File: src/rtl/ram_responder_pkg.sv
// Shared types for the ram_responder block: write delay-stage request and read-pipe stage.
// Struct fields are sized for the widest supported configuration; narrower builds zero-extend.
package ram_responder_pkg;

  localparam int MAX_READ_LATENCY = 4;
  localparam int MAX_DATA_WIDTH   = 64;
  localparam int MAX_ADDR_WIDTH   = 16;

  typedef struct packed {
    logic [MAX_ADDR_WIDTH-1:0] addr;
    logic [MAX_DATA_WIDTH-1:0] data;
    logic                      en;
  } wr_req_t;

  typedef struct packed {
    logic [MAX_DATA_WIDTH-1:0] data;
    logic                      valid;
  } rd_stage_t;

endpackage

File: src/rtl/ram_responder_if.sv
// Initiator-side memory port bundle: read address/enable/data/valid and write address/data/enable.
interface ram_responder_if #(
  parameter int DATA_WIDTH = 32,
  parameter int ADDR_WIDTH = 5
);

  logic [ADDR_WIDTH-1:0] raddr_0;
  logic                  ren_0;
  logic [DATA_WIDTH-1:0] rdata_0;
  logic                  rvalid_0;
  logic [ADDR_WIDTH-1:0] waddr_0;
  logic [DATA_WIDTH-1:0] wdata_0;
  logic                  wen_0;

  modport master (
    output raddr_0, ren_0, waddr_0, wdata_0, wen_0,
    input  rdata_0, rvalid_0
  );

  modport slave (
    input  raddr_0, ren_0, waddr_0, wdata_0, wen_0,
    output rdata_0, rvalid_0
  );

endinterface

File: src/rtl/ram_responder_pipe_read_pipe.sv
// rr_read_pipe: LATENCY-deep shift register of read responses; each stage holds its data
// when no valid response passes through, so the output data is sticky between responses.
import ram_responder_pkg::*;

module rr_read_pipe #(
  parameter int LATENCY = 1
) (
  input  logic      clk,
  input  logic      rst,
  input  rd_stage_t in_i,
  output rd_stage_t out_o
);

  localparam int L = (LATENCY < 1) ? 1 :
                     ((LATENCY > MAX_READ_LATENCY) ? MAX_READ_LATENCY : LATENCY);

  rd_stage_t stage_q [L];
  rd_stage_t stage_d [L];

  always_comb begin
    stage_d[0]       = stage_q[0];
    stage_d[0].valid = 1'b0;
    if (in_i.valid) begin
      stage_d[0] = in_i;
    end
    for (int i = 1; i < L; i++) begin
      stage_d[i]       = stage_q[i];
      stage_d[i].valid = 1'b0;
      if (stage_q[i-1].valid) begin
        stage_d[i] = stage_q[i-1];
      end
    end
  end

  always_ff @(posedge clk) begin
    if (rst) begin
      for (int i = 0; i < L; i++) begin
        stage_q[i] <= '0;
      end
    end else begin
      for (int i = 0; i < L; i++) begin
        stage_q[i] <= stage_d[i];
      end
    end
  end

  assign out_o = stage_q[L-1];

endmodule

File: src/rtl/ram_responder_pipe.sv
// ram_responder_pipe: memory responder with configurable read latency, delayed write commit,
// debug access and access counters. Define RAM_RESPONDER_BYPASS_EN to forward the pending write.
import ram_responder_pkg::*;

module ram_responder_pipe #(
  parameter int DATA_WIDTH   = 32,
  parameter int ADDR_WIDTH   = 5,
  parameter int READ_LATENCY = 1,
  parameter int CNT_WIDTH    = 16
) (
  input  logic                  clk,
  input  logic                  rst,
  ram_responder_if.slave        bus,
  input  logic [ADDR_WIDTH-1:0] debug_addr,
  output logic [DATA_WIDTH-1:0] debug_data,
  input  logic [ADDR_WIDTH-1:0] debug_write_addr,
  input  logic [DATA_WIDTH-1:0] debug_write_data,
  input  logic                  debug_write_en,
  output logic [CNT_WIDTH-1:0]  rd_count,
  output logic [CNT_WIDTH-1:0]  wr_count
);

  localparam int DEPTH = 2 ** ADDR_WIDTH;

  logic [DATA_WIDTH-1:0] mem_q [DEPTH];
  wr_req_t               wr_q, wr_d;
  logic [CNT_WIDTH-1:0]  rd_cnt_q, rd_cnt_d;
  logic [CNT_WIDTH-1:0]  wr_cnt_q, wr_cnt_d;
  logic [DATA_WIDTH-1:0] rd_word;
  rd_stage_t             rd_in, rd_out;
  logic                  unused_ok;

  always_comb begin
    wr_d                        = '0;
    wr_d.addr[ADDR_WIDTH-1:0]   = bus.waddr_0;
    wr_d.data[DATA_WIDTH-1:0]   = bus.wdata_0;
    wr_d.en                     = bus.wen_0;

    rd_word = mem_q[bus.raddr_0];
`ifdef RAM_RESPONDER_BYPASS_EN
    // Only the pending (not yet committed) write is forwarded; a same-edge request is not.
    if (wr_q.en && (wr_q.addr[ADDR_WIDTH-1:0] == bus.raddr_0)) begin
      rd_word = wr_q.data[DATA_WIDTH-1:0];
    end
`endif

    rd_in                       = '0;
    rd_in.data[DATA_WIDTH-1:0]  = rd_word;
    rd_in.valid                 = bus.ren_0;

    rd_cnt_d = rd_cnt_q + CNT_WIDTH'(bus.ren_0);
    wr_cnt_d = wr_cnt_q + CNT_WIDTH'(wr_q.en);
  end

  always_ff @(posedge clk) begin
    if (rst) begin
      wr_q     <= '0;
      rd_cnt_q <= '0;
      wr_cnt_q <= '0;
    end else begin
      wr_q     <= wr_d;
      rd_cnt_q <= rd_cnt_d;
      wr_cnt_q <= wr_cnt_d;
    end
  end

  // Array contents survive reset; the debug write is ordered last so it wins on collision.
  always_ff @(posedge clk) begin
    if (!rst && wr_q.en) begin
      mem_q[wr_q.addr[ADDR_WIDTH-1:0]] <= wr_q.data[DATA_WIDTH-1:0];
    end
    if (debug_write_en) begin
      mem_q[debug_write_addr] <= debug_write_data;
    end
  end

  rr_read_pipe #(
    .LATENCY (READ_LATENCY)
  ) u_read_pipe (
    .clk   (clk),
    .rst   (rst),
    .in_i  (rd_in),
    .out_o (rd_out)
  );

  assign bus.rdata_0  = rd_out.data[DATA_WIDTH-1:0];
  assign bus.rvalid_0 = rd_out.valid;
  assign debug_data   = mem_q[debug_addr];
  assign rd_count     = rd_cnt_q;
  assign wr_count     = wr_cnt_q;

  // Upper struct bits beyond the configured widths are constant zero.
  assign unused_ok = ^{rd_out.data, wr_q.addr, wr_q.data};

endmodule

File: src/flat_wrapper.sv
// flat-port wrapper written by rule: the top's interface ports become plain ports
module ram_responder_pipe_flat 
#(
  parameter int DATA_WIDTH   = 32,
  parameter int ADDR_WIDTH   = 5,
  parameter int READ_LATENCY = 1,
  parameter int CNT_WIDTH    = 16
)
  (clk, rst, debug_addr, debug_data, debug_write_addr, debug_write_data, debug_write_en, rd_count, wr_count, bus_raddr_0, bus_ren_0, bus_waddr_0, bus_wdata_0, bus_wen_0, bus_rdata_0, bus_rvalid_0);
  ram_responder_if #(.DATA_WIDTH(DATA_WIDTH), .ADDR_WIDTH(ADDR_WIDTH)) bus_i ();
  input  logic clk;
  input  logic rst;
  input  logic [ADDR_WIDTH-1:0] debug_addr;
  output logic [DATA_WIDTH-1:0] debug_data;
  input  logic [ADDR_WIDTH-1:0] debug_write_addr;
  input  logic [DATA_WIDTH-1:0] debug_write_data;
  input  logic debug_write_en;
  output logic [CNT_WIDTH-1:0] rd_count;
  output logic [CNT_WIDTH-1:0] wr_count;
  input wire logic [$bits(bus_i.raddr_0)-1:0] bus_raddr_0;
  input wire logic [$bits(bus_i.ren_0)-1:0] bus_ren_0;
  input wire logic [$bits(bus_i.waddr_0)-1:0] bus_waddr_0;
  input wire logic [$bits(bus_i.wdata_0)-1:0] bus_wdata_0;
  input wire logic [$bits(bus_i.wen_0)-1:0] bus_wen_0;
  output wire logic [$bits(bus_i.rdata_0)-1:0] bus_rdata_0;
  output wire logic [$bits(bus_i.rvalid_0)-1:0] bus_rvalid_0;
  assign bus_i.raddr_0 = bus_raddr_0;
  assign bus_i.ren_0 = bus_ren_0;
  assign bus_i.waddr_0 = bus_waddr_0;
  assign bus_i.wdata_0 = bus_wdata_0;
  assign bus_i.wen_0 = bus_wen_0;
  assign bus_rdata_0 = bus_i.rdata_0;
  assign bus_rvalid_0 = bus_i.rvalid_0;
  ram_responder_pipe #(.DATA_WIDTH(DATA_WIDTH), .ADDR_WIDTH(ADDR_WIDTH), .READ_LATENCY(READ_LATENCY), .CNT_WIDTH(CNT_WIDTH)) u_core (.clk(clk), .rst(rst), .bus(bus_i), .debug_addr(debug_addr), .debug_data(debug_data), .debug_write_addr(debug_write_addr), .debug_write_data(debug_write_data), .debug_write_en(debug_write_en), .rd_count(rd_count), .wr_count(wr_count));
endmodule
File: config.mk
export PLATFORM = sky130hd
export DESIGN_NAME = ram_responder_pipe_flat
export DESIGN_NICKNAME = d
export VERILOG_FILES = /design/src/rtl/ram_responder_pkg.sv /design/src/rtl/ram_responder_if.sv /design/src/rtl/ram_responder_pipe_read_pipe.sv /design/src/rtl/ram_responder_pipe.sv /design/src/flat_wrapper.sv
export SDC_FILE = /design/constraint.sdc
export NUM_CORES = 2
export LEC_CHECK = 0
export CAP_MARGIN = 20
export CORE_UTILIZATION = 60
export DETAILED_ROUTE_END_ITERATION = 8
export PLACE_DENSITY = 0.86
export SYNTH_ARGS = -nofsm -noshare
export SYNTH_HDL_FRONTEND = slang
export SYNTH_SLANG_ARGS = --single-unit
File: constraint.sdc
create_clock -name clk -period 5.2 [get_ports clk]
set_input_delay 1.3 -clock clk [delete_from_list [all_inputs] [get_ports clk]]
set_output_delay 1.3 -clock clk [all_outputs]
set_load 0.02 [all_outputs]
==> out/qor.txt <==
Outcome -> finished, violations left
Failing checks -> design-rule violations
Met3 usage -> 13.8%
Area Overhead vs Synth -> 12.8%
Starting Density -> 60.6%
CP max FO -> 15
Min Clock Period, post-route -> 5.13 ns
Initial antenna violation count -> 4
CTS hold repair buffers -> 0
Top cells by area, synth -> edfxtp_1 48%, mux2_2 18%, mux4_2 11%
Top-count cell post-synth -> mux2_2
GPL Wtd Cong -> 0.927
Mean post-synth cell area -> 15.0 µm²
Number of hold violations in the final report -> 0
Max incr delay on CP -> 0.55 ns
Hold_sp -> u_core.u_read_pipe.stage_q[0][23]
Pre-CTS WS -> 0.106 ns
Finished Cell Area -> 72200 µm²
Via count -> 44578
Drt pass-1 iters -> 9
Initial DRC count -> 8480
First-pass GRT wire length -> 303 mm
Final wirelength -> 215 mm
FP Rows -> 119
Setup ws final -> 0.0691 ns
GR Util met1 -> 51.1%
Synth top area share -> 48.0%
Tot GR Track Use -> 39.2%
Gr busiest metal -> met2
CP Launch Type -> input pin
Final #Nets -> 4359
Cell count after synthesis -> 4270
Crit path required time -> 3.90 ns
Clk_skew -> 0.0300 ns
Most common cell on crit path -> mux4_2
Port Buf Inserts -> 185
RSZ-0062 raised after global routing -> no
Post-DP HPWL -> 120 mm
Vias in the first global route -> 43012
Setup bufs post-CTS -> 0
Worst-case clock buffer depth -> 3
Main combinational cell family by area after synthesis -> multiplexers
Post-synth top area cell -> edfxtp_1
Fraction of layout cells with a size suffix above 1 -> 42.1%
Sw Share -> 24.2%
Post-DP Area -> 68000 µm²
WL/cell -> 37.3 µm
Core area -> 106000 µm²
Synth unique cells -> 39
Internal power -> 16.1 mW
MaxCap Viol Count -> 0
Power per cell area -> 294 nW/µm²
Clock power frac -> 41.7%
Worst slew pin tran -> 1.18 ns
Hold Path Class -> flop to flop
Post_cts resized -> 0
Crit path kind -> input pin to output port
Arr. time, crit path -> 3.83 ns
Mapped Nets -> 4364
Switching pwr -> 5.14 mW
Fin Setup TNS -> 0 ns
H-tree depth -> 3
Leakage power -> 26.9 nW
Flop pwr share -> 47.5%
Post-Synth Adder-Cell Area -> 0.0977%
Die width -> 329 µm
Simple-gate share of the synthesized area -> 2.08%
Grt ovf -> 0
Synth Area in Compound Gates -> 4.72%
Largest net degree at the start of global routing -> 129
Hold path cells -> 2
R2R Path Start -> u_core.wr_q[0]
Final worst-path cycle share -> 98.7%
Crit end category -> output port
CP startpoint -> debug_addr[0]
Io pins -> 186
Register area share after synthesis -> 51.3%
Yosys reg bits -> 1127
Final core utilization -> 68.4%
Post-synth ARST share -> 0%
Max-slew violation count -> 0
Number of synthesized flops with an enable pin -> 1024
Post-layout power -> 21.2 mW
Worst IR Drop VDD -> 311 µV
Synthesized area -> 64000 µm²
TritonCTS Buffers -> 116
Antenna-violating nets left -> 0
Crit path depth -> 7
FILL cells -> 6749
Mux cell area share after synthesis -> 37.8%
CTS Sinks -> 1127
Die Ht -> 329 µm
CTS tree -> done
Reg2reg path depth -> 5
Finish-stage setup viols -> 0
Clk_lat worst skew -> 0.75 ns
Clock slew at the register clock pins of the worst setup and hold paths -> 0.06 ns
Kind of cell adding the most delay to the critical path -> multiplexers
GR Layer Usage met2 -> 56.7%
CP cell instances -> buf_8, buf_12, buf_4, mux4_2, mux4_2, mux2_2, clkdlybuf4s50_1
Rel. slew slack -> 21.1%
Clk root buf -> clkbuf_16
Residual DRC count -> 24
Die ar. -> 108000 µm²
Xor/xnor share of the synthesized area -> 0.342%
Fmax -> 195 MHz
YS warnings -> 0
Post-DR vias/cell -> 7.73
Top cells by count, synth -> 1048 x mux2_2, 1024 x edfxtp_1, 512 x mux2i_1
Worst path bufs/invs -> 4
Combinational power share -> 10.8%
Slowest cell on the critical path -> mux4_2
Ys flop type -> edfxtp_1
[layer usage]
layer,part of all wire (%),wire (µm)
met1,34,72400
met2,43,93100
met3,16,34400
met4,7.1,15200
met5,0.026,57
[worst min-delay path, delay by kind of cell (launching register included)]
family / cells / cell delay [ns]
flops: 1 / 0.31
compound gates: 1 / 0.05
simple gates: 1 / 0.08
[logic make-up (layout without fill, tap and decap cells)]
logic type               Yosys count  after routing
AO/OA/AOI/OAI                    456            456
flip-flops                      1127           1127
buffers and inverters            519            618
other                              0              5
XOR/XNOR                          25             25
adder cells (fa/ha/maj)            5              5
multiplexers                    1888           1888
AND/OR/NAND/NOR                  250            250
[metrics by stage]
| step | std cells | hold slack, ns |
|---|---|---|
| 2_1_floorplan | 4270 | 0.557 |
| 3_3_place_gp | 5529 | 0.473 |
| 3_5_place_dp | 5529 | 0.479 |
| 4_1_cts | 5751 | 0.486 |
| 5_1_grt | 5762 | 0.505 |
| 6_report | 5765 | 0.482 |
[registers in the layout, summed over array words and instances (netlist names)]
register,flops
u_core.rd_count,16
u_core.wr_count,16
u_core.u_read_pipe.stage_q,33
u_core.mem_q,1024
u_core.wr_q,38
[power groups by stage]
stage	Combinational, mW	Sequential (mW)	Clock, mW
final	2.29	10.1	8.84
after global routing	2.36	10.1	9.17
after CTS	2.20	10.1	8.81
after detailed placement	2.18	10.3	0
after global placement	2.13	10.3	0
after floorplan	1.50	10.2	0
[final timing paths]
kind                                                           to  slack (ns)
worst min register to register  u_core.u_read_pipe.stage_q[0][23]        0.48
worst max-delay path                               debug_data[14]        0.07
worst min-delay path            u_core.u_read_pipe.stage_q[0][23]        0.48
worst max register to register                 u_core.mem_q[1][7]        2.22
[layout by cell type, fill, tap and decap left out, drive strengths merged, types with 3 or more instances in the layout]
cell	netlist	routed
nand4	5	5
clkdlybuf4s50	0	177
o22ai	16	16
nand3	14	14
or3b	4	4
a21oi	132	132
nor2	80	80
diode	0	5
nor3	6	6
mux2	1056	1056
nand2	33	33
ha	5	5
or4	32	32
nand3b	7	7
dfxtp	103	103
nor2b	44	44
nand2b	3	3
xnor2	11	11
buf	168	216
or3	6	6
bufinv	0	17
inv	2	8
xor2	14	14
clkinvlp	0	7
o21ai	20	20
clkbuf	349	146
edfxtp	1024	1024
a211oi	32	32
clkinv	0	47
and3	3	3
nor3b	4	4
mux2i	512	512
mux4	320	320
a22oi	256	256
[layout make-up]
cell class	count	area, µm²	share of cell area [%]
Antenna cell	5	12.5	0.0173
Inverter	2	7.51	0.0104
Sequential cell	1127	32800	45.5
Clock buffer	145	3080	4.27
Clock inverter	77	882	1.22
Multi-Input combinational cell	2624	29500	40.8
Tap cell	1391	1740	2.41
Timing Repair Buffer	394	4190	5.81
No activity file was read; power rests on OpenSTA's default activity.
